## src/rtl/isa_pkg.sv

```systemverilog
// ISA constants shared by the instruction encoder: opcodes, funct codes,
// request kinds and the single-word encoding function.
package isa_pkg;

  // Opcodes live in w[8:6]; ADDI owns both 000 and 001 because w[6] carries imm[6].
  localparam logic [2:0] OP_ADDI0 = 3'b000;
  localparam logic [2:0] OP_ADDI1 = 3'b001;
  localparam logic [2:0] OP_BR    = 3'b010;
  localparam logic [2:0] OP_MEM   = 3'b011;
  localparam logic [2:0] OP_SHIFT = 3'b100;
  localparam logic [2:0] OP_AND   = 3'b101;
  localparam logic [2:0] OP_XOR   = 3'b110;
  localparam logic [2:0] OP_ADD   = 3'b111;

  localparam logic [1:0] F_BEQ   = 2'b00;
  localparam logic [1:0] F_BLT   = 2'b01;
  localparam logic [1:0] F_BOV   = 2'b10;
  localparam logic [1:0] F_START = 2'b11;
  localparam logic [1:0] F_LDM   = 2'b00;
  localparam logic [1:0] F_LDL   = 2'b01;
  localparam logic [1:0] F_STB   = 2'b10;
  localparam logic [1:0] F_DONE  = 2'b11;

  // ADDI with imm = 64, used to build the upper half of LI8 values
  localparam logic [8:0] W_ADDI64  = {OP_ADDI1, 6'b000000};
  // XOR R0,R0 zeroes the accumulator register
  localparam logic [8:0] W_ZERO_R0 = {OP_XOR, 6'b000000};

  typedef enum logic [3:0] {
    K_ADD   = 4'd0,
    K_XOR   = 4'd1,
    K_AND   = 4'd2,
    K_SHL   = 4'd3,
    K_SHR   = 4'd4,
    K_ADDI  = 4'd5,
    K_BEQ   = 4'd6,
    K_BLT   = 4'd7,
    K_BOV   = 4'd8,
    K_LDM   = 4'd9,
    K_LDL   = 4'd10,
    K_STB   = 4'd11,
    K_START = 4'd12,
    K_DONE  = 4'd13,
    K_LI8   = 4'd14
  } kind_e;

  // Encoder FSM states
  localparam logic [1:0] ST_IDLE   = 2'd0;
  localparam logic [1:0] ST_EXPAND = 2'd1;
  localparam logic [1:0] ST_FULL   = 2'd2;

  function automatic logic kind_defined(input logic [3:0] kind);
    return kind <= K_LI8;
  endfunction

  // First (or only) word of a request; LI8 starts with XOR R0,R0.
  function automatic logic [8:0] encode_word(input logic [3:0] kind,
                                             input logic [2:0] rd,
                                             input logic [2:0] rs,
                                             input logic [6:0] imm7);
    logic [8:0] w;
    w = 9'd0;
    case (kind)
      K_ADD:   w = {OP_ADD, rd, rs};
      K_XOR:   w = {OP_XOR, rd, rs};
      K_AND:   w = {OP_AND, rd, rs};
      K_SHL:   w = {OP_SHIFT, rd, rs[0], 1'b1, 1'b0};
      K_SHR:   w = {OP_SHIFT, rd, rs[0], 1'b0, 1'b0};
      K_ADDI:  w = {2'b00, imm7};
      K_BEQ:   w = {OP_BR, rs[1:0], rd[1:0], F_BEQ};
      K_BLT:   w = {OP_BR, rs[1:0], rd[1:0], F_BLT};
      K_BOV:   w = {OP_BR, rs[1:0], rd[1:0], F_BOV};
      K_START: w = {OP_BR, 4'b0000, F_START};
      K_LDM:   w = {OP_MEM, rs[1:0], rd[1:0], F_LDM};
      K_LDL:   w = {OP_MEM, rs[1:0], rd[1:0], F_LDL};
      K_STB:   w = {OP_MEM, rs[1:0], rd[1:0], F_STB};
      K_DONE:  w = {OP_MEM, 4'b0000, F_DONE};
      K_LI8:   w = W_ZERO_R0;
      default: w = 9'd0;
    endcase
    return w;
  endfunction

endpackage

```

## src/rtl/li8_sequencer.sv

```systemverilog
// Step counter and word select for the LI8 expansion:
//   XOR R0,R0 ; ADDI imm[6:0] ; (imm[7] only) ADDI 64 ; ADDI 64
// The encoder issues step 0 itself at accept time, so a load points the
// counter at step 1.
module li8_sequencer
  import isa_pkg::*;
(
  input  logic       clk,
  input  logic       reset,
  input  logic       clear,
  input  logic       load,
  input  logic       advance,
  input  logic [7:0] imm,
  output logic [8:0] word,
  output logic       last
);

  logic [1:0] step;
  logic [7:0] imm_q;

  // Latch the immediate on load and walk the step counter as words issue
  always_ff @(posedge clk or posedge reset) begin
    if (reset) begin
      step  <= 2'd0;
      imm_q <= 8'd0;
    end else if (clear) begin
      step  <= 2'd0;
    end else if (load) begin
      step  <= 2'd1;
      imm_q <= imm;
    end else if (advance) begin
      step  <= step + 2'd1;
    end
  end

  // Word for the current step and whether it ends the sequence
  always_comb begin
    word = W_ADDI64;
    case (step)
      2'd0:    word = W_ZERO_R0;
      2'd1:    word = {2'b00, imm_q[6:0]};
      default: word = W_ADDI64;
    endcase
    last = (step == 2'd3) || ((step == 2'd1) && !imm_q[7]);
  end

endmodule

```

## src/rtl/instr_encoder.sv

```systemverilog
// Sequential instruction encoder: accepts one request per cycle, writes the
// encoded 9-bit word to instruction memory at an auto-incrementing address,
// and expands LI8 into a 2- or 4-word sequence.
//
// state  | meaning
// -------+---------------------------------------------------------------
// IDLE   | ready; single-word requests issue next cycle, LI8 starts expand
// EXPAND | not ready; issuing the remaining LI8 words one per cycle
// FULL   | memory exhausted by a write attempt; waits for clear or reset
module instr_encoder
  import isa_pkg::*;
#(
  parameter int AW = 8
)
(
  input  logic          clk,
  input  logic          reset,
  input  logic          req_valid,
  output logic          req_ready,
  input  logic [3:0]    req_kind,
  input  logic [2:0]    req_rd,
  input  logic [2:0]    req_rs,
  input  logic [7:0]    req_imm,
  input  logic          clear,
  output logic          im_we,
  output logic [AW-1:0] im_addr,
  output logic [8:0]    im_wdata,
  output logic [AW:0]   word_count,
  output logic          err_full,
  output logic          err_kind
);

  localparam logic [AW:0] CAP = {1'b1, {AW{1'b0}}};

  logic [1:0] state;
  logic [1:0] state_n;
  logic       accept;
  logic       kind_ok;
  logic       is_li8;
  logic       at_cap;
  logic       issue;
  logic [8:0] issue_word;
  logic [8:0] req_word;
  logic [8:0] seq_word;
  logic       seq_last;
  logic       seq_load;
  logic       seq_adv;
  logic       set_full;
  logic       set_kind;

  // clear drops any request presented in the same cycle
  assign req_ready = (state == ST_IDLE) && !clear;
  assign accept    = req_valid && req_ready;
  assign kind_ok   = kind_defined(req_kind);
  assign is_li8    = (req_kind == K_LI8);
  assign at_cap    = (word_count == CAP);
  assign req_word  = encode_word(req_kind, req_rd, req_rs, req_imm[6:0]);
  assign seq_load  = (state == ST_IDLE) && issue && is_li8;
  assign seq_adv   = (state == ST_EXPAND) && issue && !clear;

  li8_sequencer u_li8_seq (
    .clk     (clk),
    .reset   (reset),
    .clear   (clear),
    .load    (seq_load),
    .advance (seq_adv),
    .imm     (req_imm),
    .word    (seq_word),
    .last    (seq_last)
  );

  // Next-state, write decision and error flags
  always_comb begin
    state_n    = state;
    issue      = 1'b0;
    issue_word = req_word;
    set_full   = 1'b0;
    set_kind   = 1'b0;
    case (state)
      ST_IDLE: begin
        if (accept) begin
          if (!kind_ok) begin
            set_kind = 1'b1;
          end else if (at_cap) begin
            set_full = 1'b1;
            state_n  = ST_FULL;
          end else begin
            issue = 1'b1;
            if (is_li8) state_n = ST_EXPAND;
          end
        end
      end
      ST_EXPAND: begin
        if (at_cap) begin
          set_full = 1'b1;
          state_n  = ST_FULL;
        end else begin
          issue      = 1'b1;
          issue_word = seq_word;
          if (seq_last) state_n = ST_IDLE;
        end
      end
      ST_FULL: state_n = ST_FULL;
      default: state_n = ST_IDLE;
    endcase
  end

  // Registered memory write port, counters and sticky errors
  always_ff @(posedge clk or posedge reset) begin
    if (reset) begin
      state      <= ST_IDLE;
      im_we      <= 1'b0;
      im_addr    <= '0;
      im_wdata   <= 9'd0;
      word_count <= '0;
      err_full   <= 1'b0;
      err_kind   <= 1'b0;
    end else if (clear) begin
      state      <= ST_IDLE;
      im_we      <= 1'b0;
      im_addr    <= '0;
      word_count <= '0;
      err_full   <= 1'b0;
      err_kind   <= 1'b0;
    end else begin
      state <= state_n;
      im_we <= issue;
      if (issue) begin
        im_wdata   <= issue_word;
        im_addr    <= word_count[AW-1:0];
        word_count <= word_count + (AW+1)'(1);
      end
      if (set_full) err_full <= 1'b1;
      if (set_kind) err_kind <= 1'b1;
    end
  end

endmodule

```

## config.mk

```make
export PLATFORM = sky130hd
export DESIGN_NAME = instr_encoder
export DESIGN_NICKNAME = d
export VERILOG_FILES = /design/src/rtl/isa_pkg.sv /design/src/rtl/li8_sequencer.sv /design/src/rtl/instr_encoder.sv
export SDC_FILE = /design/constraint.sdc
export NUM_CORES = 1
export LEC_CHECK = 0
export BUFFER_PORTS_ARGS = -buffer_cell sky130_fd_sc_hd__buf_2
export CAP_MARGIN = 20
export CORE_ASPECT_RATIO = 0.75
export CORE_UTILIZATION = 48
export CTS_BUF_LIST = sky130_fd_sc_hd__clkbuf_16
export DETAILED_ROUTE_END_ITERATION = 6
export PLACE_DENSITY = 0.71
export SKIP_LAST_GASP = 1
export SLEW_MARGIN = 20
export SYNTH_ARGS = -nofsm -noshare
export SYNTH_HDL_FRONTEND = slang
export SYNTH_SLANG_ARGS = --single-unit
```

## constraint.sdc

```tcl
create_clock -name clk -period 2.55 [get_ports clk]
set_clock_uncertainty 0.2 [all_clocks]
set_input_delay 0.3825 -clock clk [delete_from_list [all_inputs] [get_ports clk]]
set_output_delay 0.3825 -clock clk [all_outputs]
set_load 0.02 [all_outputs]
```

==> out/qor.csv, run 1 <==
metric,value,unit
syn2layout_area_growth,22.1,%
ir_drop,354,uV
core_area,4950,um2
outcome,"finished, final reports clean",
port_buffers,51,
layout_min_cycle_time,2410,ps
antenna_cells,0,
ys.warnings.count,0,
met3_length,246,um
setup_viol,0,
maxUsedRoutingLayer,met4,
maxCapViolCount,0,
antenna_found_initial,0,
period_share,94.5,%
cts_tree,yes,
ys_seq_area_share,41.1,%
synth_seq_cells,41,
clock-sinks,41,
worst_pin_slew,512,ps
tns,0,ps
fmax,0.415,GHz
cts_made_buffers,5,
firstDrtPassIters,4,
syn_area,2500,um2
wirelength,5950,um
h-tree-depth,2,
grt_max_degree,42,
fin_area,3050,um2
critPathArrivalTime,2370,ps
cts_resized,0,
synth-edff-count,0,
fin_hold_ws,19.3,ps
grt_pass1_wl,10000,um
synth_nets,274,
grt_overflow,0,
final_common_cell,buf_2,
hold_viol_final,0,
relSlewSlack,65.9,%
clockBufferDepth,2,
hold_buffers,0,
drv_slew,0,
cellLeakagePower,1.39,nW
worst_slack,140,ps
fp.dieW,85.3,um
postPlaceCellArea,2890,um2
yosys_most_used_dff,dfrtp_1,
root_buffer,clkbuf_16,
routabilityCongestion,0.869,
drive_gt1_share,31.4,%
rsz0062_at_grt,no,
met1_length,3120,um
synth_cells,247,
met2_length,2540,um
holdCritPathClass,input port to asynchronous set/reset pin,
vias,2144,
mostFrequentLayoutCells,"buf_2 (51), dfrtp_1 (41), a21oi_1 (23), buf_4 (22), nand3_1 (17)",
worstSetupStartpointType,flip-flop,
io_pins,52,
netlist-cell-type-count,53,
dp_hpwl,4400,um
worstPathMaxFanout,9,
first_iter_violations,185,
postSynthAreaPerCell,10.1,um2
start_util,50.4,%
preCtsSetupSlack,194,ps
required,2510,ps
cts_setup_buffers,0,
clk_latency,280,ps
ant_nets,0,
fillers,424,
drc,0,
grt_pass1_vias,1976,
die_area,5500,um2
async_reset_ff_share,100,%
final_nets,332,
critPathCaptureType,flip-flop,
rows,22,
dieHeight,64.5,um
routedWlPerCell,16.3,um
powerDensity,567,nW/um2
clk_pin_slew,60,ps
critPathKind,flip-flop to flip-flop,
vias_per_cell,5.86,
grtUsageTotal,23.5,%
==> cells in the mapped netlist (3+ instances only) <==
library cell / instances / area share, %
a2111oi_2: 6 / 3.6
a21boi_0: 4 / 1.2
a21oi_1: 23 / 4.6
a2bb2oi_1: 8 / 2.8
and3_1: 3 / 0.75
buf_2: 7 / 1.4
clkbuf_1: 11 / 1.7
dfrtp_1: 41 / 41
ha_1: 5 / 2.5
inv_1: 10 / 1.5
mux2_1: 11 / 5.0
nand2_1: 4 / 0.60
nand2b_1: 7 / 1.8
nand3_1: 17 / 3.4
nand3b_1: 6 / 1.8
nand4_1: 3 / 0.75
nor2_1: 5 / 0.75
nor2b_1: 7 / 1.8
o211ai_1: 4 / 1.2
o21ai_0: 3 / 0.60
o21ai_1: 10 / 2.0
o311ai_1: 4 / 1.4
o31ai_1: 4 / 1.2
or4_1: 5 / 1.5
==> worst max-delay path: stages, from the launching register on <==
cell and delay [ps]:
dfrtp_1 340, inv_1 60, ha_1 200, nor4b_2 190, a21o_1 300, buf_4 210
a2111oi_1 500, buf_4 220, a2bb2oi_1 60
==> kinds of logic after synthesis <==
group	Yosys count	share of synthesized area [%]
simple gates	71	18.5
fa+ha+maj	5	2.50
mux	13	5.81
flops	41	41.1
xor+xnor	2	0.701
buf+inv	32	5.76
compound gates	83	25.6
==> sequential cells by signal, summed over array words and instances, names as in the netlist <==
signal           cells
err_kind             1
im_we                1
err_full             1
im_addr              8
u_li8_seq.step       2
im_wdata             9
state                2
u_li8_seq.imm_q      8
word_count           9
==> per-stage QoR <==
step	util, %	std cells	total power (W)
after floorplan	-	247	0.000947
after global placement	58.3	358	0.00105
after detailed placement	58.3	358	0.00105
after CTS	61.6	366	0.00174
after global routing	61.6	366	0.00180
final	61.6	366	0.00173
==> layer usage <==
layer | global-route usage [%] | vias to the layer above
met3 | 4.20 | 5
met5 | 0 | -
met2 | 32.0 | 43
li1 | - | 1061
met1 | 38.0 | 1035
met4 | 5.00 | 0
==> layout make-up <==
type,instances,area (um2),area share (%)
Clock buffer,5,125,4.10
Multi-Input combinational cell,174,1330,43.6
Clock inverter,3,37.5,1.23
Timing Repair Buffer,73,420,13.8
Inverter,10,37.5,1.23
Sequential cell,41,1030,33.6
Tap cell,60,75.1,2.46
==> power breakdown <==
part,total (W),switching [W],internal (W),leakage (nW)
sequential,0.000740,0.0000336,0.000707,0.538
combinational,0.000300,0.000172,0.000128,0.768
clock,0.000689,0.000235,0.000454,0.0826
==> final timing paths <==
path	startpoint	end	slack [ps]	cells after the start
setup / recovery	word_count[0]	im_wdata[7]	140	8
hold / removal	reset	u_li8_seq.step[1]	20	3
setup reg to reg	word_count[0]	im_wdata[7]	140	8
hold reg to reg	u_li8_seq.imm_q[6]	u_li8_seq.imm_q[6]	290	1
max in group asynchronous	reset	u_li8_seq.imm_q[5]	1780	3
min in group clk	req_imm[5]	u_li8_seq.imm_q[5]	130	2
Power figures use the tool's default switching activity.
==> inputs of run 2 (changes only) <==
Settings changed: CORE_UTILIZATION 48 to 55, PLACE_DENSITY 0.71 to 0.8.
==> out/qor.csv, run 2 (same netlist as run 1, synthesis figures left out) <==
metric,value,unit
drv_slew,0,
busiest_layer,met1,
routedWlPerCell,16.5,um
clockBufferDepth,2,
r2r-start,word_count[0],
grt_max_degree,42,
cts_made_buffers,5,
tns,0,ps
wirelength,5920,um
grtUsageTotal,27.6,%
drc,0,
mostFrequentLayoutCells,"buf_2 (51), dfrtp_1 (41), a21oi_1 (23), buf_4 (20), nand3_1 (17)",
io_pins,52,
fp.dieW,79.8,um
top_regs,"im_wdata (9), word_count (9)",
cts_setup_buffers,0,
core_area,4200,um2
fin_hold_ws,27.3,ps
crit_slowest_cell,nor3_4,
worstPathMaxFanout,10,
clk_pin_slew,50,ps
holdCritPathClass,input port to asynchronous set/reset pin,
cts_tree,yes,
cellLeakagePower,1.36,nW
ant_nets,0,
hold_buffers,0,
rows,20,
required,2510,ps
intPower,0.00118,W
powerDensity,539,nW/um2
maxCapViolCount,0,
grt.met2_usage,38.9,%
path_cells,"inv_1, ha_1, nor4b_2, a21o_1, nor3_4, mux2_2",
firstDrtPassIters,4,
antenna_cells,0,
grt_pass1_vias,1993,
period_share,89.0,%
final_nets,330,
p_seq_share,45.9,%
start_util,59.4,%
drive_gt1_share,30.7,%
routabilityCongestion,0.816,
dieHeight,60.4,um
dp_hpwl,4290,um
grt_pass1_wl,9940,um
slowest_delay,480,ps
outcome,"finished, final reports clean",
critPathKind,flip-flop to flip-flop,
die_area,4820,um2
relSlewSlack,62.1,%
port_buffers,51,
net-switching-power,0.000434,W
critPathArrivalTime,2230,ps
critPathCaptureType,flip-flop,
combPwrFrac,18.4,%
gr-usage-met3,6.32,%
ir_drop,357,uV
met1_usage,41.9,%
first_iter_violations,240,
swShare,26.8,%
h-tree-depth,2,
final_common_cell,buf_2,
clk_latency,280,ps
hold_viol_final,0,
worst_pin_slew,567,ps
p_clk_share,35.6,%
setup_viol,0,
antenna_found_initial,0,
clock-sinks,41,
layout_min_cycle_time,2270,ps
rsz0062_at_grt,no,
fmax,0.440,GHz
grt_overflow,0,
worstSetupStartpointType,flip-flop,
vias_per_cell,6.14,
worstSetupStartpoint,word_count[0],
root_buffer,clkbuf_16,
syn2layout_area_growth,20.0,%
cts_resized,0,
vias,2199,
[run 2: through the flow]
stage          area (um2)  power, W  utilization [%]  setup WS (ps)  cells
2_1_floorplan        2500  0.000947                -            215    247
5_1_grt              3000   0.00170             71.3            131    358
3_5_place_dp         2870   0.00105             68.2            258    351
4_1_cts              3000   0.00163             71.3            272    358
3_3_place_gp         2870   0.00104             68.2            280    351
6_report             3000   0.00162             71.3            279    358
[run 2: path summary, 6_finish.rpt]
kind	to	slack (ps)	depth (start not counted)
setup / recovery	im_wdata[6]	280	6
hold / removal	im_addr[4]	30	3
setup reg to reg	im_wdata[6]	280	6
hold reg to reg	u_li8_seq.imm_q[7]	290	1
max in group asynchronous	im_wdata[5]	1780	3
min in group clk	u_li8_seq.imm_q[7]	120	2
[run 2: worst max-delay path: cells and delay by family, from the launching register on]
| kind | cells | cell delay (ps) |
|---|---|---|
| fa+ha+maj | 1 | 200 |
| flops | 1 | 340 |
| compound gates | 1 | 290 |
| buf+inv | 1 | 60 |
| mux | 1 | 390 |
| simple gates | 2 | 670 |
[run 2: area by class of cell]
type | count | area, um2
tap | 55 | 68.8
multi-input combinational | 174 | 1330
inverter | 10 | 37.5
clock buffer | 5 | 125
sequential | 41 | 1030
fill | 313 | 1200
timing repair buffer | 71 | 405
clock inverter | 2 | 7.51
[run 2: routing by layer]
| metal | share of wire [%] | vias to the layer above |
|---|---|---|
| met5 | 0 | - |
| met1 | 48 | 1057 |
| li1 | - | 1049 |
| met2 | 42 | 84 |
| met3 | 8.2 | 9 |
| met4 | 1.5 | 0 |
[run 2: power by group through the flow]
stage	clock, W	sequential, W	combinational (W)
global route	0.000620	0.000749	0.000327
floorplan	0	0.000785	0.000162
global placement	0	0.000753	0.000289
CTS	0.000585	0.000742	0.000298
finish	0.000576	0.000743	0.000298
detailed placement	0	0.000751	0.000297
==> inputs of run 3 (changes only) <==
Settings changed: ABC_AREA from default to 1, CORE_UTILIZATION 55 to 54, PLACE_DENSITY 0.8 to 0.79.
Clock period 2.55 ns to 2.1 ns, I/O delays scaled along.
==> out/qor.csv, run 3 <==
metric,value,unit
outcome,"finished, final reports clean",
synth_nets,357,
yosysMostFrequentCell,nand2_1,
finalNonFillerCells,447,
dp_hpwl,4220,um
drv_slew,0,
maxUsedRoutingLayer,met4,
fin_area,2950,um2
tns,0,ps
powerDensity,726,nW/um2
cts_tree,yes,
cellLeakagePower,1.66,nW
clk_latency,280,ps
worst_pin_slew,523,ps
ant_nets,0,
grt_pass1_vias,2023,
rows,20,
wirelength,5920,um
core_area,4200,um2
ys.warnings.count,0,
cts_made_buffers,5,
total_power,0.00214,W
fmax,0.513,GHz
top_regs,"im_wdata (9), word_count (9)",
die_area,4800,um2
p_seq_share,42.3,%
net-switching-power,0.000589,W
p_clk_share,39.2,%
setup_viol,0,
fp.dieW,79.7,um
required,2100,ps
drive_gt1_share,26.0,%
synth_top_area_cell,dfrtp_1,
clock-sinks,41,
worstSetupStartpointType,flip-flop,
port_buffers,51,
postSynthAreaPerCell,7.40,um2
combPwrFrac,18.5,%
layout_min_cycle_time,1950,ps
intPower,0.00155,W
routedWlPerCell,13.2,um
root_buffer,clkbuf_16,
synth_seq_cells,41,
critPathCaptureType,flip-flop,
synth_common_cells,"nand2_1 (119), dfrtp_1 (41), inv_1 (39)",
vias_per_cell,5.17,
async_reset_ff_share,100,%
antenna_found_initial,0,
netlist-cell-type-count,31,
postPlaceCellArea,2750,um2
worstPathMaxFanout,7,
final_nets,418,
maxCapViolCount,0,
ir_drop,528,uV
period_share,92.8,%
relSlewSlack,65.1,%
clk_pin_slew,60,ps
holdCritPathClass,input port to flip-flop,
io_pins,52,
antenna_cells,0,
synth-edff-count,0,
vias,2309,
met3_length,345,um
hold_viol_final,0,
rsz0062_at_grt,no,
yosys_most_used_dff,dfrtp_1,
met2_length,2730,um
yosys.area.top_type_share,42.0,%
h-tree-depth,2,
syn_area,2440,um2
grtUsageTotal,26.7,%
grt_pass1_wl,9490,um
final_common_cell,nand2_1,
ys_top_cells_by_area,"dfrtp_1 (42%), nand2_1 (18%), inv_1 (6.0%)",
start_util,58.1,%
mostFrequentLayoutCells,"nand2_1 (119), buf_2 (51), dfrtp_1 (41), inv_1 (39), nor2_1 (25)",
grt_max_degree,42,
critPathKind,flip-flop to flip-flop,
met1_length,2800,um
clockBufferDepth,2,
firstDrtPassIters,6,
synth_cells,330,
grt_overflow,0,
ys_seq_area_share,42.0,%
routabilityCongestion,0.893,
critPathArrivalTime,1950,ps
syn2layout_area_growth,20.8,%
drc,0,
dieHeight,60.3,um
dp_cells,437,
swShare,27.5,%
first_iter_violations,242,
==> run 3: final cells by class <==
class | count | area [um2]
fill | 355 | 1250
multi-input combinational | 237 | 1200
sequential | 41 | 1030
timing repair buffer | 60 | 325
inverter | 46 | 173
clock buffer | 5 | 125
tap | 55 | 68.8
clock inverter | 3 | 37.5
==> run 3: through the flow <==
stage	hold WS, ps	worst slack [ps]	utilization, %
after floorplan	178	93.0	-
after global placement	264	107	65.3
after detailed placement	263	18.8	65.3
after CTS	90.5	111	69.6
after global routing	99.1	25.9	70.2
final	86.6	150	70.2
==> run 3: critical path: stages, from the launching register on <==
cell and delay, ps:
dfrtp_1 370, inv_1 100, ha_1 170, nand2_1 70, nor2_2 140, nand2_4 90, nand2_2 120, nand2_4 120
nor2_2 290, nand2_1 100, o21ai_0 90
==> run 3: power groups by stage <==
stage | clock [W] | combinational, W | sequential [W]
floorplan | 0 | 0.000205 | 0.000968
CTS | 0.000846 | 0.000390 | 0.000905
finish | 0.000839 | 0.000396 | 0.000906
global placement | 0 | 0.000372 | 0.000915
global route | 0.000884 | 0.000440 | 0.000914
detailed placement | 0 | 0.000382 | 0.000916
==> run 3: worst paths after layout <==
path                          startpoint            endpoint  slack [ps]  depth (start not counted)
max in group asynchronous          reset  u_li8_seq.imm_q[7]         830                          4
min in group asynchronous          reset          im_addr[4]         500                          4
setup reg to reg           word_count[1]          im_addr[5]         150                         10
hold / removal                req_imm[7]  u_li8_seq.imm_q[7]          90                          3
setup / recovery           word_count[1]          im_addr[5]         150                         10
hold reg to reg               im_addr[6]          im_addr[6]         280                          2
==> run 3: kinds of logic (layout without fill, tap and decap cells) <==
kind of cell | after synthesis | in the layout | synth area share (%)
AOI/OAI and AO/OA | 36 | 36 | 9.22
and+or+nand+nor | 192 | 193 | 34.8
adders and majority gates | 5 | 5 | 2.56
buffers and inverters | 53 | 114 | 10.4
xor gates and xnor gates | 3 | 3 | 1.08
DFF | 41 | 41 | 42.0
==> run 3: repair_timing <==
action,in CTS,in global routing
gates cloned,0,1
endpoints found under the setup margin,1,19
buffers inserted,0,0
endpoints found under the hold margin,41,0
pin swaps,0,1
resized for setup,1,5
hold buffers,1,0
==> run 3: routing by layer <==
| metal | vias to the layer above | track usage (%) |
|---|---|---|
| li1 | 1149 | - |
| met1 | 1061 | 38.1 |
| met2 | 90 | 42.4 |
| met3 | 9 | 4.73 |
| met4 | 0 | 6.75 |
| met5 | - | 0 |
